File: src/rtl/vx_fetch_sched.sv
// Warp fetch scheduler: keeps per-warp PC, thread mask and stall state, and issues
// one round-robin fetch request at a time through a single held output register.
module vx_fetch_sched #(
    parameter int          NUM_WARPS    = 4,
    parameter int          NUM_THREADS  = 4,
    parameter int          UUID_BITS    = 16,
    parameter logic [31:0] STARTUP_ADDR = 32'h80000000,
    localparam int         NW_BITS      = $clog2(NUM_WARPS)
) (
    input  logic                   clk,
    input  logic                   reset,
    input  logic                   spawn_valid,
    input  logic [NW_BITS-1:0]     spawn_wid,
    input  logic [31:0]            spawn_pc,
    input  logic [NUM_THREADS-1:0] spawn_tmask,
    input  logic                   unlock_valid,
    input  logic [NW_BITS-1:0]     unlock_wid,
    input  logic                   branch_valid,
    input  logic [NW_BITS-1:0]     branch_wid,
    input  logic                   branch_taken,
    input  logic [31:0]            branch_dest,
    input  logic                   tmc_valid,
    input  logic [NW_BITS-1:0]     tmc_wid,
    input  logic [NUM_THREADS-1:0] tmc_tmask,
    output logic                   ifetch_req_valid,
    output logic [UUID_BITS-1:0]   ifetch_req_uuid,
    output logic [NUM_THREADS-1:0] ifetch_req_tmask,
    output logic [NW_BITS-1:0]     ifetch_req_wid,
    output logic [31:0]            ifetch_req_PC,
    input  logic                   ifetch_req_ready,
    output logic                   busy
);

    logic [NUM_WARPS-1:0]   active_q, active_d;
    logic [NUM_WARPS-1:0]   stalled_q, stalled_d;
    logic [31:0]            pc_q [NUM_WARPS];
    logic [31:0]            pc_d [NUM_WARPS];
    logic [NUM_THREADS-1:0] tmask_q [NUM_WARPS];
    logic [NUM_THREADS-1:0] tmask_d [NUM_WARPS];
    logic [NW_BITS-1:0]     last_wid_q, last_wid_d;
    logic [UUID_BITS-1:0]   uuid_q, uuid_d;

    logic                   req_valid_q, req_valid_d;
    logic [UUID_BITS-1:0]   req_uuid_q, req_uuid_d;
    logic [NUM_THREADS-1:0] req_tmask_q, req_tmask_d;
    logic [NW_BITS-1:0]     req_wid_q, req_wid_d;
    logic [31:0]            req_pc_q, req_pc_d;

    logic [NUM_WARPS-1:0]   spawn_hit, unlock_hit, branch_hit, tmc_hit, eligible;
    logic                   slot_free, found;
    logic [NW_BITS-1:0]     sel_wid, cand;

    // A warp touched by any control event this cycle sits out arbitration.
    always_comb begin : decode
        for (int w = 0; w < NUM_WARPS; w++) begin
            spawn_hit[w]  = spawn_valid  && (spawn_wid  == NW_BITS'(w));
            unlock_hit[w] = unlock_valid && (unlock_wid == NW_BITS'(w));
            branch_hit[w] = branch_valid && (branch_wid == NW_BITS'(w));
            tmc_hit[w]    = tmc_valid    && (tmc_wid    == NW_BITS'(w));
        end
        eligible = active_q & ~stalled_q & ~(spawn_hit | unlock_hit | branch_hit | tmc_hit);
    end

    // NOTE: combinational logic uses blocking '=' so each loop step sees the previous one.
    always_comb begin : rr_select
        found   = 1'b0;
        sel_wid = '0;
        cand    = '0;
        for (int i = 1; i <= NUM_WARPS; i++) begin
            cand = last_wid_q + NW_BITS'(i);
            if (!found && eligible[cand]) begin
                found   = 1'b1;
                sel_wid = cand;
            end
        end
    end

    assign slot_free = !req_valid_q || ifetch_req_ready;

    // NOTE: every target gets a hold value first, so no path can infer a latch.
    always_comb begin : next_state
        active_d    = active_q;
        stalled_d   = stalled_q;
        pc_d        = pc_q;
        tmask_d     = tmask_q;
        last_wid_d  = last_wid_q;
        uuid_d      = uuid_q;
        req_valid_d = req_valid_q;
        req_uuid_d  = req_uuid_q;
        req_tmask_d = req_tmask_q;
        req_wid_d   = req_wid_q;
        req_pc_d    = req_pc_q;

        if (slot_free && found) begin
            req_valid_d        = 1'b1;
            req_wid_d          = sel_wid;
            req_pc_d           = pc_q[sel_wid];
            req_tmask_d        = tmask_q[sel_wid];
            req_uuid_d         = uuid_q;
            stalled_d[sel_wid] = 1'b1;
            pc_d[sel_wid]      = pc_q[sel_wid] + 32'd4;
            uuid_d             = uuid_q + 1'b1;
            last_wid_d         = sel_wid;
        end else if (slot_free) begin
            req_valid_d = 1'b0;
        end

        // The issued warp is never an event target, so these cannot collide with issue.
        for (int w = 0; w < NUM_WARPS; w++) begin
            if (spawn_hit[w]) begin
                active_d[w]  = 1'b1;
                stalled_d[w] = 1'b0;
                pc_d[w]      = spawn_pc;
                tmask_d[w]   = spawn_tmask;
            end else if (active_q[w]) begin
                if (tmc_hit[w] && (tmc_tmask == '0)) begin
                    active_d[w]  = 1'b0;
                    stalled_d[w] = 1'b0;
                    tmask_d[w]   = '0;
                end else begin
                    if (tmc_hit[w]) tmask_d[w] = tmc_tmask;
                    if (branch_hit[w]) begin
                        stalled_d[w] = 1'b0;
                        if (branch_taken) pc_d[w] = branch_dest;
                    end else if (unlock_hit[w]) begin
                        stalled_d[w] = 1'b0;
                    end
                end
            end
        end
    end

    // NOTE: the per-warp PC/mask arrays are reset because warp 0 must boot from them.
    always_ff @(posedge clk) begin
        if (reset) begin
            for (int w = 0; w < NUM_WARPS; w++) begin
                pc_q[w]    <= (w == 0) ? STARTUP_ADDR : 32'd0;
                tmask_q[w] <= (w == 0) ? NUM_THREADS'(1) : NUM_THREADS'(0);
            end
            active_q    <= NUM_WARPS'(1);
            stalled_q   <= '0;
            last_wid_q  <= NW_BITS'(NUM_WARPS - 1);
            uuid_q      <= '0;
            req_valid_q <= 1'b0;
            req_uuid_q  <= '0;
            req_tmask_q <= '0;
            req_wid_q   <= '0;
            req_pc_q    <= '0;
        end else begin
            pc_q        <= pc_d;
            tmask_q     <= tmask_d;
            active_q    <= active_d;
            stalled_q   <= stalled_d;
            last_wid_q  <= last_wid_d;
            uuid_q      <= uuid_d;
            req_valid_q <= req_valid_d;
            req_uuid_q  <= req_uuid_d;
            req_tmask_q <= req_tmask_d;
            req_wid_q   <= req_wid_d;
            req_pc_q    <= req_pc_d;
        end
    end

    assign ifetch_req_valid = req_valid_q;
    assign ifetch_req_uuid  = req_uuid_q;
    assign ifetch_req_tmask = req_tmask_q;
    assign ifetch_req_wid   = req_wid_q;
    assign ifetch_req_PC    = req_pc_q;
    assign busy             = (|active_q) || req_valid_q;

endmodule

File: config.mk
export PLATFORM = sky130hd
export DESIGN_NAME = vx_fetch_sched
export DESIGN_NICKNAME = d
export VERILOG_FILES = /design/src/rtl/vx_fetch_sched.sv
export SDC_FILE = /design/constraint.sdc
export NUM_CORES = 1
export LEC_CHECK = 0
export CORE_AREA = 3 3 162 164
export CTS_CLUSTER_DIAMETER = 120
export DETAILED_ROUTE_END_ITERATION = 10
export DIE_AREA = 0 0 165 167
export PLACE_DENSITY_LB_ADDON = 0.25
export SLEW_MARGIN = 40
export SYNTH_ARGS = -nofsm -noshare
export SYNTH_HDL_FRONTEND = slang
export SYNTH_SLANG_ARGS = --single-unit
File: constraint.sdc
create_clock -name clk -period 5.45 [get_ports clk]
set_input_delay 0.8175 -clock clk [delete_from_list [all_inputs] [get_ports clk]]
set_output_delay 0.8175 -clock clk [all_outputs]
set_load 0.02 [all_outputs]
==> metrics.md, run 1 <==
| Metric | Value |
|---|---|
| Placed cell areas | `14300 um2` |
| Final WS setup | `0.560 ns` |
| Final wirelength | `about 47000 um` |
| Initial DRT Pass Iterations | `8` |
| Root buf cell | `clkbuf_16` |
| IO Pins | `144` |
| Sequential area share after synthesis | `between 30% and 40%` |
| Mapped Area | `12400 um2` |
| Cts bufs inserted | `25` |
| Via count | `14000` |
| Via/cell ratio | `6.52` |
| Worst-path maximum fanout | `11` |
| Postcts setup bufs | `0` |
| Std cell rows | `58` |
| Design area | `15200 um2` |
| First-pass GRT wire length | `72800 um` |
| Routed Antenna Nets | `0` |
| Worst slew margin | `between 40% and 50%` |
| Synth Instances | `1691` |
| Final hold violations | `0` |
| Core ar. | `25000 um2` |
| Power per cell area | `327 nW/um2` |
| Synthesized area per cell | `7.35 um2` |
| Critical Path Most Common Cell | `or4_1` |
| Remaining Overflow, GRT | `0` |
| Synth Area in Compound Gates | `a little under a quarter` |
| Fin Hold WS | `0.451 ns` |
| Unrepaired setup endpoints after global routing | `no` |
| YS warnings | `0` |
| Async set or reset register ratio after synthesis | `0%` |
| # hold bufs at CTS | `0` |
| CP max stage cell | `or4_1` |
| Tightest Pin Transition | `0.791 ns` |
| Final worst path period share | `89.7%` |
| Die height | `167 um` |
| Nets in the synthesized netlist | `1781` |
| Routability cong. | `about 0.96` |
| Die width | `165 um` |
| VDD IR-drop max | `0.000221 V` |
| Clock Path Buffers | `3` |
| # port buffers | `between 100 and 150` |
| CTS H-tree lvls | `1` |
| Initial antenna violation count | `0` |
| CTS tree | `built` |
| Layout Skew | `0.0183 ns` |
| Outcome | `complete, no violations` |
| Non-filler instance count after layout | `2143` |
| Worst Setup Start Kind | `input port` |
| CP peak stage delay | `approximately 0.7 ns` |
| Pre-CTS WS | `0.106 ns` |
| Synth Area in Adders | `0.201%` |
| Simple-gate share of the synthesized area | `27.8%` |
| Clk_lat worst skew | `between 0.5 and 0.6 ns` |
| Layout Nets | `between 1500 and 2000` |
| Required time of the worst setup path | `5.85 ns` |
| Reg clk slew, reported paths | `0.06 ns` |
| Ys flop type | `dfxtp_1` |
| Initial core utilization | `49.6%` |
| Layout area overhead | `22.3%` |
| Post-CTS Resized | `0` |
| All-Layer GR Usage | `about a third` |
| Placed Cells | `2096` |
| Filler cells | `around 2300` |
| Tmin final | `4.89 ns` |
| CTS sink cnt | `225` |
| Mux share of post-synthesis cell area | `4.95%` |
| Dpl hpwl | `just under 30000 um` |
| CP arrival | `5.29 ns` |
| Total power | `roughly 5.0 mW` |
| Hold crit path type | `flip-flop to flip-flop` |
| Die area | `about 28000 um2` |
| Count of state elements after synthesis | `225` |
| Post-synth EDFFs | `0` |
| Final Max Slew Viols | `0` |
| Share of layout cells above drive strength 1 | `8.66%` |
| Synth unique cells | `66` |
| Setup Total Neg Slack | `0 ns` |
| WL/cell | `roughly 22 um` |
| Critical Path End Type | `flip-flop` |
| Max Fclk | `205 MHz` |
| CP Class | `input port to flip-flop` |
| Max_cap viols | `0` |
| Util after Layout | `60.7%` |
| Main combinational cell family by area after synthesis | `simple AND/OR/NAND/NOR gates` |
| Worst-path cell chain | `clkdlybuf4s50_1, and3b_1, or4b_1, or4_1, o211a_2, o21a_1, mux2_4, or4_1, nor4_4, nand3_1, xnor2_2, o21ai_1` |
| Residual DRC | `0` |
| Pin count of the biggest net entering global routing | `approximately 190` |
| Vias in the first global route | `13500` |
| P_leak | `5.38 nW` |
| Iteration-0 DRC Markers | `1842` |
| Post-synthesis xor/xnor area fraction | `2.25%` |
| Setup violations, final | `0` |
[state kept, by name, summed over array words and instances, names as in the netlist, 4 cells and up]
| register | count |
|---|---|
| pc_q | 128 |
| ifetch_req_PC | 32 |
| ifetch_req_uuid | 16 |
| tmask_q | 16 |
| uuid_q | 16 |
| active_q | 4 |
| ifetch_req_tmask | 4 |
| stalled_q | 4 |
[final timing paths]
kind              slack (ns)        startpoint          endpoint  cells after the start
setup / recovery        0.56      spawn_wid[0]          pc_q[63]                     12
hold / removal          0.45  ifetch_req_PC[1]  ifetch_req_PC[1]                      2
setup reg to reg        1.27       active_q[1]          pc_q[63]                     10
hold reg to reg         0.45  ifetch_req_PC[1]  ifetch_req_PC[1]                      2
[metal layers]
layer	vias to the layer above	share of wire [%]	global-route usage (%)	wire length, um
li1	6316	-	-	-
met1	6488	38	42.7	17900
met2	951	45	51.7	21200
met3	210	11	5.47	5290
met4	0	5.7	17.8	2680
met5	-	0	0	0
[cell usage after synthesis, types with 4 or more instances]
library cell,n,area (um2)
a31oi_1,30,188
or4_1,4,30.0
nor3b_1,5,37.5
and3_1,51,319
nor4b_1,5,43.8
and2_1,6,37.5
and4_1,5,43.8
nand2b_1,8,50.1
mux2i_1,46,460
a41oi_1,4,35.0
nand4_1,15,93.8
o32ai_1,7,61.3
dfxtp_1,225,4500
inv_1,5,18.8
clkbuf_1,118,443
mux2_2,9,101
o21ai_0,71,355
nand3_1,80,400
buf_1,9,33.8
nor3_1,60,300
a311oi_1,26,228
nand2_1,299,1120
buf_4,7,52.6
nor4_1,7,43.8
a21o_1,6,45.0
o21ai_1,13,65.1
nor2_1,169,634
a2111o_1,4,45.0
o22ai_1,34,213
buf_2,7,35.0
a21oi_1,190,951
nor4_2,6,75.1
a211oi_1,43,323
a211o_1,10,87.6
o211ai_1,9,67.6
or3_1,11,68.8
xor2_1,13,114
xnor2_1,17,149
a2111oi_0,4,35.0
a32oi_1,11,96.3
[power breakdown]
part / internal, mW / total [mW] / switching, mW
logic: 0.527 / 1.38 / 0.855
registers: 1.80 / 1.90 / 0.0958
clock network: 0.985 / 1.68 / 0.697
[cells in the final DEF (no fill, tap or decap), drive strengths merged, types with 18 or more instances in the layout]
| cell type | n |
|---|---|
| nand2 | 299 |
| dfxtp | 225 |
| a21oi | 190 |
| nor2 | 169 |
| clkdlybuf4s50 | 142 |
| o21ai | 85 |
| nand3 | 80 |
| buf | 75 |
| nor3 | 60 |
| and3 | 51 |
| mux2i | 46 |
| a211oi | 43 |
| clkbuf | 38 |
| o22ai | 34 |
| a31oi | 30 |
| a311oi | 26 |
| xnor2 | 18 |
[cells by family (layout without fill, tap and decap cells)]
kind of cell               count (synthesis)  count (layout)
and+or+nand+nor                          747             747
DFF                                      225             225
buffers and inverters                    146             267
other                                      0               1
AOI/OAI and AO/OA                        482             482
xor gates and xnor gates                  31              31
adders and majority gates                  2               2
muxes                                     58              58
[layout make-up]
type / count / area, um2 / share of cell area (%)
Antenna cell: 1 / 2.50 / 0.0165
Clock buffer: 38 / 744 / 4.90
Clock inverter: 7 / 63.8 / 0.420
Inverter: 5 / 18.8 / 0.124
Multi-Input combinational cell: 1320 / 7400 / 48.7
Sequential cell: 225 / 4500 / 29.6
Tap cell: 330 / 413 / 2.72
Timing Repair Buffer: 217 / 2050 / 13.5
[critical path, delay by kind of cell]
kind | cells | cell delay (ns)
AND/OR/NAND/NOR | 6 | 2.63
AO/OA/AOI/OAI | 3 | 0.60
buffers and inverters | 1 | 0.56
multiplexers | 1 | 0.44
XOR/XNOR | 1 | 0.25
(Power assumes the default switching activity.)
==> run 2, diff against run 1 <==
--- a/config.mk
+++ b/config.mk
@@ -5,6 +5,7 @@
 export SDC_FILE = /design/constraint.sdc
 export NUM_CORES = 1
 export LEC_CHECK = 0
+export ABC_AREA = 0
 export CORE_AREA = 3 3 162 164
 export CTS_CLUSTER_DIAMETER = 120
 export DETAILED_ROUTE_END_ITERATION = 10
==> constraint.sdc (replaced) <==
create_clock -name clk -period 4.65 [get_ports clk]
set_input_delay 0.6975 -clock clk [delete_from_list [all_inputs] [get_ports clk]]
set_output_delay 0.6975 -clock clk [all_outputs]
set_load 0.02 [all_outputs]
==> metrics.md, run 2 (synthesis gave the netlist of run 1 again) <==
| Metric | Value |
|---|---|
| WHS Endpoint | `ifetch_req_tmask[0]` |
| CP peak stage delay | `0.63 ns (-0.07 ns)` |
| Diode count | `0 (-1)` |
| Layout Nets | `1978 (+5.0%)` |
| WHS Path Cells | `2 (unchanged)` |
| Die height | `167 um (unchanged)` |
| Largest register FFs | `128 (unchanged)` |
| Worst flop-to-flop path endpoint | `pc_q[115]` |
| IO Pins | `144 (unchanged)` |
| Tmin final | `between 4 and 5 ns` |
| Root buf cell | `clkbuf_16` |
| Layout area overhead | `28.9%` |
| Via/cell ratio | `6.46 (-0.80%)` |
| Setup violations, final | `0 (unchanged)` |
| WL/cell | `21.5 um (-2.2%)` |
| R2R depth | `11 (+1)` |
| Initial antenna violation count | `1 (+1)` |
| Final worst path period share | `96.4%` |
| Worst-path cell chain | `clkdlybuf4s50_1, and3b_1, or4b_1, or4_1, o211a_2, o21a_1, buf_12, mux2_4, or4_1, nor4_4, a21boi_2, o311ai_1, o21ai_1` |
| Critical Path End Type | `flip-flop` |
| Remaining Overflow, GRT | `0 (unchanged)` |
| Dpl hpwl | `31700 um (+6.8%)` |
| Required time of the worst setup path | `5.05 ns (-0.80 ns)` |
| Final hold violations | `0 (unchanged)` |
| Reg2reg setup slack | `0.70 ns (-0.57 ns)` |
| Most common cell after layout, fill and taps aside | `nand2_1` |
| Worst-path maximum fanout | `6 (-5)` |
| RR Startpoint | `active_q[1]` |
| Via count | `14500 (+3.5%)` |
| Design area | `16000 um2 (+5.3%)` |
| Share of layout cells above drive strength 1 | `13.5% (+4.9 points)` |
| Initial core utilization | `49.6% (unchanged)` |
| Core ar. | `25000 um2 (unchanged)` |
| Worst Setup Start Kind | `input port` |
| Max Fclk | `223 MHz` |
| First-pass GRT wire length | `74200 um (+1.9%)` |
| Most frequent cells in the layout | `298 x nand2_1, 225 x dfxtp_1, 190 x a21oi_1` |
| Residual DRC | `0 (unchanged)` |
| CP arrival | `4.88 ns (-0.41 ns)` |
| Reg clk slew, reported paths | `0.07 ns (about the same)` |
| Pin count of the biggest net entering global routing | `84 (-55%)` |
| # port buffers | `143 (unchanged)` |
| Placed cell areas | `15100 um2 (+5.6%)` |
| CTS sink cnt | `225 (unchanged)` |
| CTS H-tree lvls | `1 (unchanged)` |
| P_leak | `5.86 nW (+8.9%)` |
| Die area | `27600 um2 (unchanged)` |
| Iteration-0 DRC Markers | `1804 (-2.1%)` |
| Clk_lat worst skew | `0.53 ns (about the same)` |
| Routability cong. | `0.989 (+3.5%)` |
| Final Max Slew Viols | `0 (unchanged)` |
| Initial DRT Pass Iterations | `8 (unchanged)` |
| Die width | `165 um (unchanged)` |
| Worst slew margin | `42.9% (-4.2 points)` |
| Power per cell area | `375 nW/um2 (+15%)` |
| Routed Antenna Nets | `0 (unchanged)` |
| CTS tree | `built` |
| CP Class | `input port to flip-flop` |
| Vias in the first global route | `13900 (+3.0%)` |
| Max_cap viols | `0 (unchanged)` |
| Tightest Pin Transition | `0.848 ns (+0.0568 ns)` |
| Util after Layout | `63.9% (+3.2 points)` |
| All-Layer GR Usage | `33.6% (+0.71 points)` |
| Layout Skew | `0.0108 ns (-0.00744 ns)` |
| VDD IR-drop max | `0.000249 V (+13%)` |
| Critical Path Most Common Cell | `or4_1` |
| Start point of the worst hold path | `ifetch_req_tmask[0]` |
| Final wirelength | `48000 um (+2.0%)` |
| Cts bufs inserted | `25 (unchanged)` |
| Clock Path Buffers | `3 (unchanged)` |
| Top reg by flops | `pc_q` |
| Std cell rows | `58 (unchanged)` |
| Hold crit path type | `flip-flop to flip-flop` |
| CP max stage cell | `or4_1` |
| Outcome | `complete, no violations` |
| # hold bufs at CTS | `0 (unchanged)` |
## run 2: repair_timing
item | in CTS | in global routing
buffers inserted | 0 | 0
gates resized for setup | 0 | 10
endpoints found under the setup margin | 0 | 59
hold endpoints to repair | 0 | 0
## run 2: final cells by class
| cell class | count | area, um2 |
|---|---|---|
| tap | 330 | 413 |
| inverter | 5 | 18.8 |
| clock buffer | 33 | 696 |
| sequential | 225 | 4500 |
| clock inverter | 12 | 119 |
| multi-input combinational | 1320 | 7430 |
| timing repair buffer | 311 | 2830 |
| fill | 2248 | 9030 |
## run 2: power by group
group / total [mW] / switching (mW) / internal, mW
clock: 2.00 / 0.835 / 1.16
sequential: 2.23 / 0.117 / 2.11
combinational: 1.77 / 1.04 / 0.733
## run 2: critical path, delay by kind of cell
kind                   cells  cell delay (ns)
AO/OA/AOI/OAI              5             0.92
AND/OR/NAND/NOR            5             2.29
buffers and inverters      2             0.67
multiplexers               1             0.29
## run 2: per-layer routing
layer  vias up  routed length (um)  global-route usage (%)
met1      6745               18300                    42.3
met4         2                2780                    18.1
met5         -                  11                       0
met2       976               21900                    53.9
li1       6498                   -                       -
met3       234                5070                    6.34
## run 2: worst max path at each step
stage / cells after the start / endpoint / slack [ns] / startpoint
finish: 13 / pc_q[115] / 0.17 / tmc_wid[1]
global route: 20 / pc_q[27] / -0.05 / tmc_wid[1]
CTS: 16 / pc_q[40] / 0.12 / tmc_wid[1]
detailed placement: 16 / pc_q[40] / -0.38 / tmc_wid[1]
global placement: 16 / pc_q[104] / -0.27 / tmc_wid[1]
floorplan: 17 / pc_q[24] / 0.09 / branch_wid[1]
## run 2: through the flow
stage	cells	worst slack (ns)	TNS, ns	hold WS (ns)	power (mW)
after detailed placement	2191	-0.381	-19.08	0.448	3.98
after floorplan	1691	0.0895	0	0.444	3.19
after global placement	2191	-0.271	-11.12	0.443	3.95
after global routing	2236	-0.0503	-0.0777	0.481	6.23
after CTS	2236	0.122	0	0.456	5.95
final	2236	0.166	0	0.453	6.00
